**src/rtl/posit_dot_sched_pkg.sv**
```systemverilog
// Shared types and constants for the posit dot-product scheduler.
package posit_dot_sched_pkg;

    typedef enum logic [1:0] {
        IDLE,
        STREAM,
        DRAIN,
        RESP
    } sched_state_t;

    localparam logic [31:0] POSIT_NAR = 32'h8000_0000;

endpackage

```
**src/rtl/posit_dot_sched_arb.sv**
```systemverilog
// Two-way round-robin arbiter; the pointer names the requester that wins a tie.
module posit_rr_arb2 (
    input  logic clk,
    input  logic rst_n,
    input  logic valid0_i,
    input  logic valid1_i,
    input  logic update_i,
    input  logic served_i,
    output logic grant_o
);

    logic ptr_q, ptr_d;

    always_comb begin
        ptr_d = ptr_q;
        if (update_i) begin
            ptr_d = ~served_i;
        end
    end

    always_ff @(posedge clk or negedge rst_n) begin
        if (!rst_n) begin
            ptr_q <= 1'b0;
        end else begin
            ptr_q <= ptr_d;
        end
    end

    always_comb begin
        grant_o = ptr_q;
        if (valid0_i && !valid1_i) begin
            grant_o = 1'b0;
        end else if (valid1_i && !valid0_i) begin
            grant_o = 1'b1;
        end
    end

endmodule

```
**src/rtl/posit_dot_sched.sv**
```systemverilog
// Shares one pipelined posit MAC between two requesters, one whole job at a time,
// and returns each accumulated result (or NaR on timeout) to the job owner.
module posit_dot_sched
    import posit_dot_sched_pkg::*;
#(
    parameter int NBITS = 32,
    parameter int LAT   = 6,
    parameter int SLACK = 4,
    parameter int CNTW  = 16
) (
    input  logic             clk,
    input  logic             rst_n,
    input  logic             req0_valid,
    output logic             req0_ready,
    input  logic [NBITS-1:0] req0_a,
    input  logic [NBITS-1:0] req0_b,
    input  logic             req0_last,
    input  logic             req1_valid,
    output logic             req1_ready,
    input  logic [NBITS-1:0] req1_a,
    input  logic [NBITS-1:0] req1_b,
    input  logic             req1_last,
    output logic             mac_valid,
    output logic [NBITS-1:0] mac_a,
    output logic [NBITS-1:0] mac_b,
    output logic             mac_first,
    output logic             mac_last,
    input  logic             mac_result_valid,
    input  logic [NBITS-1:0] mac_result,
    output logic             out_valid,
    input  logic             out_ready,
    output logic [NBITS-1:0] out_result,
    output logic             out_id,
    output logic [CNTW-1:0]  out_count,
    output logic             err_timeout,
    output logic             err_spurious
);

    localparam int DW = $clog2(LAT + SLACK + 1);
    localparam logic [DW-1:0] DRAIN_LOAD = DW'(LAT + SLACK);
    localparam logic [NBITS-1:0] NAR = {POSIT_NAR[31], {(NBITS-1){1'b0}}};

    sched_state_t     state_q, state_d;
    logic             grant_q, grant_d;
    logic [CNTW-1:0]  count_q, count_d;
    logic [DW-1:0]    drain_q, drain_d;
    logic             mac_valid_q, mac_valid_d;
    logic [NBITS-1:0] mac_a_q, mac_a_d;
    logic [NBITS-1:0] mac_b_q, mac_b_d;
    logic             mac_first_q, mac_first_d;
    logic             mac_last_q, mac_last_d;
    logic [NBITS-1:0] out_result_q, out_result_d;
    logic             err_timeout_q, err_timeout_d;
    logic             err_spurious_q, err_spurious_d;

    logic             arb_grant;
    logic             sel_valid;
    logic             sel_last;
    logic [NBITS-1:0] sel_a;
    logic [NBITS-1:0] sel_b;
    logic             beat_hs;
    logic             resp_done;

    posit_rr_arb2 u_arb (
        .clk      (clk),
        .rst_n    (rst_n),
        .valid0_i (req0_valid),
        .valid1_i (req1_valid),
        .update_i (resp_done),
        .served_i (grant_q),
        .grant_o  (arb_grant)
    );

    assign sel_valid  = grant_q ? req1_valid : req0_valid;
    assign sel_last   = grant_q ? req1_last  : req0_last;
    assign sel_a      = grant_q ? req1_a     : req0_a;
    assign sel_b      = grant_q ? req1_b     : req0_b;
    assign req0_ready = (state_q == STREAM) && !grant_q;
    assign req1_ready = (state_q == STREAM) && grant_q;
    assign beat_hs    = (state_q == STREAM) && sel_valid;
    assign resp_done  = (state_q == RESP) && out_ready;

    always_comb begin
        state_d        = state_q;
        grant_d        = grant_q;
        count_d        = count_q;
        drain_d        = drain_q;
        mac_valid_d    = 1'b0;
        mac_a_d        = mac_a_q;
        mac_b_d        = mac_b_q;
        mac_first_d    = 1'b0;
        mac_last_d     = 1'b0;
        out_result_d   = out_result_q;
        err_timeout_d  = err_timeout_q;
        err_spurious_d = err_spurious_q | (mac_result_valid && (state_q != DRAIN));
        case (state_q)
            IDLE: begin
                if (req0_valid || req1_valid) begin
                    grant_d = arb_grant;
                    state_d = STREAM;
                end
            end
            STREAM: begin
                if (beat_hs) begin
                    mac_valid_d = 1'b1;
                    mac_a_d     = sel_a;
                    mac_b_d     = sel_b;
                    mac_first_d = (count_q == '0);
                    mac_last_d  = sel_last;
                    if (count_q != '1) begin
                        count_d = count_q + 1'b1;
                    end
                    // The drain window opens in the same cycle mac_last reaches the MAC.
                    if (sel_last) begin
                        drain_d = DRAIN_LOAD;
                        state_d = DRAIN;
                    end
                end
            end
            DRAIN: begin
                if (mac_result_valid) begin
                    out_result_d = mac_result;
                    state_d      = RESP;
                end else if (drain_q == '0) begin
                    out_result_d  = NAR;
                    err_timeout_d = 1'b1;
                    state_d       = RESP;
                end else begin
                    drain_d = drain_q - 1'b1;
                end
            end
            RESP: begin
                if (out_ready) begin
                    count_d = '0;
                    state_d = IDLE;
                end
            end
            default: state_d = IDLE;
        endcase
    end

    always_ff @(posedge clk or negedge rst_n) begin
        if (!rst_n) begin
            state_q        <= IDLE;
            grant_q        <= 1'b0;
            count_q        <= '0;
            drain_q        <= '0;
            mac_valid_q    <= 1'b0;
            mac_a_q        <= '0;
            mac_b_q        <= '0;
            mac_first_q    <= 1'b0;
            mac_last_q     <= 1'b0;
            out_result_q   <= '0;
            err_timeout_q  <= 1'b0;
            err_spurious_q <= 1'b0;
        end else begin
            state_q        <= state_d;
            grant_q        <= grant_d;
            count_q        <= count_d;
            drain_q        <= drain_d;
            mac_valid_q    <= mac_valid_d;
            mac_a_q        <= mac_a_d;
            mac_b_q        <= mac_b_d;
            mac_first_q    <= mac_first_d;
            mac_last_q     <= mac_last_d;
            out_result_q   <= out_result_d;
            err_timeout_q  <= err_timeout_d;
            err_spurious_q <= err_spurious_d;
        end
    end

    assign mac_valid    = mac_valid_q;
    assign mac_a        = mac_a_q;
    assign mac_b        = mac_b_q;
    assign mac_first    = mac_first_q;
    assign mac_last     = mac_last_q;
    assign out_valid    = (state_q == RESP);
    assign out_result   = out_result_q;
    assign out_id       = grant_q;
    assign out_count    = count_q;
    assign err_timeout  = err_timeout_q;
    assign err_spurious = err_spurious_q;

endmodule
```
**config.mk**
```make
export PLATFORM = sky130hd
export DESIGN_NAME = posit_dot_sched
export DESIGN_NICKNAME = d
export VERILOG_FILES = /design/src/rtl/posit_dot_sched_pkg.sv /design/src/rtl/posit_dot_sched_arb.sv /design/src/rtl/posit_dot_sched.sv
export SDC_FILE = /design/constraint.sdc
export NUM_CORES = 1
export LEC_CHECK = 0
export ABC_AREA = 1
export BUFFER_PORTS_ARGS = -buffer_cell sky130_fd_sc_hd__buf_4
export CAP_MARGIN = 15
export CORE_UTILIZATION = 44
export CTS_CLUSTER_SIZE = 14
export DETAILED_ROUTE_END_ITERATION = 10
export MAX_ROUTING_LAYER = met4
export PLACE_DENSITY_LB_ADDON = 0.25
export SLEW_MARGIN = 20
export SYNTH_ARGS = -nofsm -noshare
export SYNTH_HDL_FRONTEND = slang
export SYNTH_SLANG_ARGS = --single-unit
```
**constraint.sdc**
```tcl
create_clock -name clk -period 1.9 [get_ports clk]
set_input_delay 0.285 -clock clk [delete_from_list [all_inputs] [get_ports clk]]
set_output_delay 0.285 -clock clk [all_outputs]
set_load 0.02 [all_outputs]
```
==> impl_metrics.yaml, run 1 <==
outcome:
  status: "complete, no violations"
placement:
  place_ws_ns: 0.1841
  gp_congestion: 0.9106
  numPortBuffers: 288
  post_detail_place_hpwl_um: 12990
grt:
  grt_start_max_net_pins: 72
  antenna_found_initial: 0
  grtUsageTotal: 0.2635
  grt_overflow_total: 0
  grt_pass1_vias: 5171
  grt_first_pass_wirelength_um: 26280
floorplanning:
  core.rowCount: 41
  dieHeight_um: 116.9
  core_um2: 12770
  initial_core_util: 0.4551
  io-pin-count: 289
  dieArea_um2: 13680
  floorplan.die.width_um: 116.9
finish:
  n_antenna_cell: 0
  fill_count: 1062
  syn2layout_area_growth_pct: 50.73
  nNetsFinal: 1133
  ratio_of_cells_with_drive_above_1_in_the_final_layout: 0.3584
detailed_routing:
  vias_per_cell: 5.084
  drt-initial-drc-count: 412
  vias: 5811
  wire_length_after_detailed_routing_um: 17810
  drcViolationCount: 0
  routed_wire_length_per_instance_um: 15.59
  drt.antenna.violating_nets: 0
  drt_pre_antenna_iters: 5
sta:
  count_of_endpoints_failing_setup_in_the_final_report: 0
  hold_violations: 0
  rsz_0062_raised_after_global_routing: "true"
  tightestPinTransition_ns: 0.5676
  final_min_period_over_clock_period: 0.9660
  worst_case_setup_margin_in_the_final_layout_ns: 0.06457
  worst_hold_slack_ns: 0.06768
  relSlewSlack: 0.6216
  fmax_mhz: 544.8
  final.setup_skew_ns: 0.004811
  finalWorstPathRequiredPeriod_ns: 1.835
  max_slew_violation_count: 0
synthesis:
  synth_area_leaders: "sky130_fd_sc_hd__dfrtp_1, sky130_fd_sc_hd__nand2_1, sky130_fd_sc_hd__a31oi_1"
  synth_async_sr_flop_share: 1.000
  synth.ff_latch_count: 125
  synth_area_um2: 5813
  yosysMostFrequentCell: "sky130_fd_sc_hd__nand2_1"
  synth.area.mux_share: 0
  synthAdderAreaFrac: 0.01507
  synth.top_cell.area_share: 0.5381
  net_count_of_the_mapped_netlist: 850
  synth.yosys.warnings: 0
  syn_area_per_cell_um2: 8.612
  number_of_synthesized_flops_with_an_enable_pin: 0
  synth_simple_gate_area_frac: 0.2329
  synthTopCellsByCount: "sky130_fd_sc_hd__nand2_1, sky130_fd_sc_hd__dfrtp_1, sky130_fd_sc_hd__nor2_1"
  ys_seq_area_frac: 0.5381
  synthDistinctLibCells: 33
  ys.flop_type: "sky130_fd_sc_hd__dfrtp_1"
  yosys.area_share.xor_xnor: 0.006027
  yosys.area.top_type: "sky130_fd_sc_hd__dfrtp_1"
  synth_compound_gate_area_share: 0.1455
  synthesis.instances: 675
  combinational_family_with_the_most_area_after_synthesis: "simple AND/OR/NAND/NOR gates"
worst_setup_path:
  cp.required_ns: 1.62
  cp_slowest_stage_delay_ns: 0.41
  largest_fanout_on_the_critical_path: 8
  critical_path_arrival_ns: 1.55
  crit_path_top_delay_cell: "sky130_fd_sc_hd__dfrtp_1"
  path_cells: "inv_1 > ha_2 > inv_1 > nor2_1 > buf_4"
  worst_path_most_repeated_cell: "sky130_fd_sc_hd__inv_1"
  timing.critical_path.from_type: "register"
  path_class: "register to output port"
  worstSetupEndpointType: "output port"
clock_network:
  cts-htree-levels: 4
  cts.clk_slew.worst_paths_ns: 0.06
  ctsRootBufferMaster: "sky130_fd_sc_hd__clkbuf_16"
  clock_latency_on_the_worst_skew_pair_ns: 0.41
  cts_tree: "built"
  max-clock-path-buffers: 2
  numClockSinks: 125
  cts_made_buffers: 17
  post_cts_buffers: 0
power:
  static-leakage-power_nw: 4.380
  worst_ir_drop_vdd_v: 0.0009273
  cellPowerDensity_nw_per_um2: 1685
flow_run:
  drv.max_cap_violation_count: 0
min_path:
  worst_hold_path_type: "input port to register"
[final timing paths]
path                                        from  depth (start not counted)  slack (ns)          end
worst max-delay path                  state_q[1]                          5        0.06   req0_ready
worst min-delay path            mac_result_valid                          2        0.07  err_timeout
worst max register to register        state_q[0]                          6        0.22   drain_q[2]
worst min register to register       err_timeout                          1        0.48  err_timeout
max in group asynchronous                  rst_n                          3        1.07    mac_b[25]
min in group asynchronous                  rst_n                          3        0.48     mac_b[5]
[critical path, delay by kind of cell (launching register included)]
family,cells,cell delay [ns]
DFF,1,0.41
buffers and inverters,3,0.34
adders and majority gates,1,0.27
and+or+nand+nor,1,0.13
[layout make-up]
cell class / instances / area, µm² / share of cell area
repair buffers: 305 / 2380 / 0.2716
well taps: 172 / 215.2 / 0.02456
multi-input cells: 474 / 2327 / 0.2656
clock inverters: 10 / 113.9 / 0.01299
inverters: 35 / 132.6 / 0.01514
flip-flops and latches: 125 / 3129 / 0.3571
clock buffers: 22 / 464.2 / 0.05298
[sequential cells by signal (all words and copies together), names as in the netlist]
signal / count
mac_valid: 1
mac_last: 1
out_id: 1
mac_first: 1
mac_a: 32
err_spurious: 1
out_count: 16
err_timeout: 1
state_q: 2
out_result: 32
drain_q: 4
mac_b: 32
u_arb.ptr_q: 1
[repair_timing]
item | 4_1_cts | 5_1_grt
hold buffers | 1 | 0
endpoints found under the setup margin | 1 | 3
resized for setup | 1 | 1
hold endpoints to repair | 125 | 0
[per-layer routing]
metal	share of wire	vias up	track usage
met5	0	-	-
met4	0.026	0	0.09198
met3	0.083	34	0.07827
met2	0.49	264	0.4154
met1	0.40	2701	0.3229
li1	-	2812	-
[power by group]
part	switching, mW	total, mW	leakage [nW]	internal (mW)
Combinational	4.16	7.12	2.62	2.96
Sequential	0.696	4.51	1.49	3.82
Clock	1.14	3.13	0.273	1.99
[placed cells by master (no fill, tap or decap), types with 2 or more instances in the layout]
cell / count
sky130_fd_sc_hd__a21oi_1: 2
sky130_fd_sc_hd__a22o_1: 31
sky130_fd_sc_hd__a31oi_1: 65
sky130_fd_sc_hd__buf_12: 7
sky130_fd_sc_hd__buf_4: 297
sky130_fd_sc_hd__bufinv_16: 2
sky130_fd_sc_hd__clkbuf_1: 3
sky130_fd_sc_hd__clkbuf_16: 17
sky130_fd_sc_hd__clkbuf_8: 2
sky130_fd_sc_hd__clkinv_2: 4
sky130_fd_sc_hd__clkinvlp_4: 4
sky130_fd_sc_hd__dfrtp_1: 124
sky130_fd_sc_hd__ha_1: 6
sky130_fd_sc_hd__inv_1: 32
sky130_fd_sc_hd__inv_2: 2
sky130_fd_sc_hd__nand2_1: 206
sky130_fd_sc_hd__nand2_2: 2
sky130_fd_sc_hd__nand3_1: 16
sky130_fd_sc_hd__nand3b_1: 2
sky130_fd_sc_hd__nand4_1: 7
sky130_fd_sc_hd__nor2_1: 90
sky130_fd_sc_hd__nor2_2: 2
sky130_fd_sc_hd__nor3_1: 2
sky130_fd_sc_hd__nor4_1: 2
sky130_fd_sc_hd__o211ai_1: 2
sky130_fd_sc_hd__o21ai_0: 18
sky130_fd_sc_hd__o21ai_1: 6
sky130_fd_sc_hd__o21bai_1: 3
sky130_fd_sc_hd__or2_2: 3
sky130_fd_sc_hd__xor2_1: 3
[per-stage QoR]
step	utilization	area (µm²)	std cells	TNS, ns	total power, mW
after floorplan	-	5813	675	0	8.690
after global placement	0.6395	8169	1110	0	11.53
after detailed placement	0.6395	8169	1110	0	11.66
after CTS	0.6858	8760	1143	0	14.88
after global routing	0.6860	8762	1143	-0.03504	15.74
final	0.6860	8762	1143	0	14.77
[logic make-up (layout without fill, tap and decap cells)]
logic type / Yosys count / count (layout)
buffers and inverters: 76 / 372
flip-flops: 125 / 125
adder cells (fa/ha/maj): 7 / 7
AND/OR/NAND/NOR: 336 / 336
XOR/XNOR: 4 / 4
AO/OA/AOI/OAI: 127 / 127
Power figures use the tool's default switching activity.
==> run 2, diff against run 1 <==
Settings changed: HOLD_SLACK_MARGIN from default to 0.1.
==> impl_metrics.yaml, run 2 (synthesized netlist as in run 1, its figures left out) <==
grt:
  grt_overflow_total: 0
  antenna_found_initial: 0
  grt_start_max_net_pins: 72
  grt_first_pass_wirelength_um: 27820
  grtUsageTotal: 0.2803
  grt_pass1_vias: 5412
worst_setup_path:
  largest_fanout_on_the_critical_path: 8
  worst_path_most_repeated_cell: "sky130_fd_sc_hd__inv_1"
  worst_path_dominant_cell_family: "flip-flops"
  path_cells: "inv_1 > ha_2 > inv_1 > nor2_1 > buf_4"
  crit_path_top_delay_cell: "sky130_fd_sc_hd__dfrtp_1"
  worstPathBufferInverterCount: 3
  worstSetupEndpointType: "output port"
  critical_path_arrival_ns: 1.55
  timing.critical_path.from_type: "register"
  cp.required_ns: 1.62
  cp_slowest_stage_delay_ns: 0.41
  path_class: "register to output port"
placement:
  gp_congestion: 0.9106
  post_detail_place_hpwl_um: 12990
  place_inst: 1110
  numPortBuffers: 288
clock_network:
  cts_tree: "built"
  cts.clk_slew.worst_paths_ns: 0.05
  ctsRootBufferMaster: "sky130_fd_sc_hd__clkbuf_16"
  cts-htree-levels: 4
  clock_latency_on_the_worst_skew_pair_ns: 0.41
  numClockSinks: 125
  cts_made_buffers: 17
  post_cts_buffers: 0
  max-clock-path-buffers: 2
finish:
  syn2layout_area_growth_pct: 55.90
  seq_area_um2: 3129
  final_core_utilization: 0.7095
  layout_commonest_cell: "sky130_fd_sc_hd__buf_4"
  n_antenna_cell: 0
  multiInputGateArea_um2: 2327
  final-instance-count-excl-fill: 1173
  nNetsFinal: 1163
  ratio_of_cells_with_drive_above_1_in_the_final_layout: 0.3477
  fill_count: 1000
  most-common-layout-cells: "sky130_fd_sc_hd__buf_4, sky130_fd_sc_hd__nand2_1, sky130_fd_sc_hd__dfrtp_1"
power:
  overall_power_after_layout_mw: 14.92
  p_comb_frac: 0.485
  share_seq_of_total_power: 0.304
  cellPowerDensity_nw_per_um2: 1646
  static-leakage-power_nw: 4.506
  worst_ir_drop_vdd_v: 0.0009292
  power_frac_clock: 0.211
  sw_frac_of_total: 0.4093
  cell_internal_pwr_mw: 8.813
  switching_power_mw: 6.107
sta:
  relSlewSlack: 0.6154
  worst_hold_slack_ns: 0.1261
  fmax_mhz: 543.5
  rsz_0062_raised_after_global_routing: "true"
  hold_violations: 0
  final.setup_skew_ns: 0.007382
  finalWorstPathRequiredPeriod_ns: 1.840
  tns_ns: 0
  max_slew_violation_count: 0
  final_min_period_over_clock_period: 0.9683
  tightestPinTransition_ns: 0.5770
  count_of_endpoints_failing_setup_in_the_final_report: 0
min_path:
  worst_hold_path_type: "input port to register"
detailed_routing:
  drt.antenna.violating_nets: 0
  drcViolationCount: 0
  vias: 5987
  routed_wire_length_per_instance_um: 16.26
  drt_pre_antenna_iters: 5
  drt-initial-drc-count: 438
  wire_length_after_detailed_routing_um: 19070
  vias_per_cell: 5.104
floorplanning:
  core.rowCount: 41
  io-pin-count: 289
  dieArea_um2: 13680
  core_um2: 12770
  dieHeight_um: 116.9
  floorplan.die.width_um: 116.9
  initial_core_util: 0.4551
flow_run:
  drv.max_cap_violation_count: 0
outcome:
  status: "complete, no violations"
run 2: cell type report:
cell class                      instances  share of cell area
Clock buffer                           22             0.05122
Inverter                               35             0.01463
Timing Repair Buffer                  335              0.2957
Tap cell                              172             0.02375
Clock inverter                         10             0.01256
Sequential cell                       125              0.3453
Multi-Input combinational cell        474              0.2568
run 2: per-layer routing:
layer | track usage | vias to the layer above | share of wire
li1 | - | 2874 | -
met1 | 0.3334 | 2806 | 0.40
met2 | 0.4564 | 271 | 0.50
met3 | 0.08136 | 36 | 0.081
met4 | 0.09536 | 0 | 0.025
met5 | - | - | 0
run 2: stage by stage:
| step | instance area, µm² | setup WS (ns) |
|---|---|---|
| floorplan | 5813 | 0.2517 |
| global placement | 8169 | 0.2594 |
| detailed placement | 8169 | 0.1841 |
| CTS | 9060 | 0.04771 |
| global route | 9062 | -0.03489 |
| finish | 9062 | 0.06014 |
run 2: repair_timing:
action | in CTS | in global routing
resized for setup | 1 | 1
hold buffers | 31 | 0
hold endpoints to repair | 155 | 0
endpoints found under the setup margin | 1 | 3
run 2: power by group through the flow:
| stage | registers (mW) | clock network, mW | logic, mW |
|---|---|---|---|
| after floorplan | 5.73 | 0 | 2.96 |
| after global placement | 4.49 | 0 | 7.05 |
| after detailed placement | 4.52 | 0 | 7.14 |
| after CTS | 4.50 | 3.21 | 7.22 |
| after global routing | 4.66 | 3.34 | 7.87 |
| final | 4.54 | 3.15 | 7.23 |
run 2: final timing paths:
kind | from | slack, ns | cells after the start | to
max in group asynchronous | rst_n | 1.07 | 3 | mac_b[25]
worst max-delay path | state_q[1] | 0.06 | 5 | req0_ready
min in group asynchronous | rst_n | 0.48 | 3 | mac_b[5]
worst min-delay path | mac_result[13] | 0.13 | 2 | out_result[13]
worst min register to register | err_timeout | 0.49 | 1 | err_timeout
worst max register to register | state_q[0] | 0.21 | 6 | out_result[8]
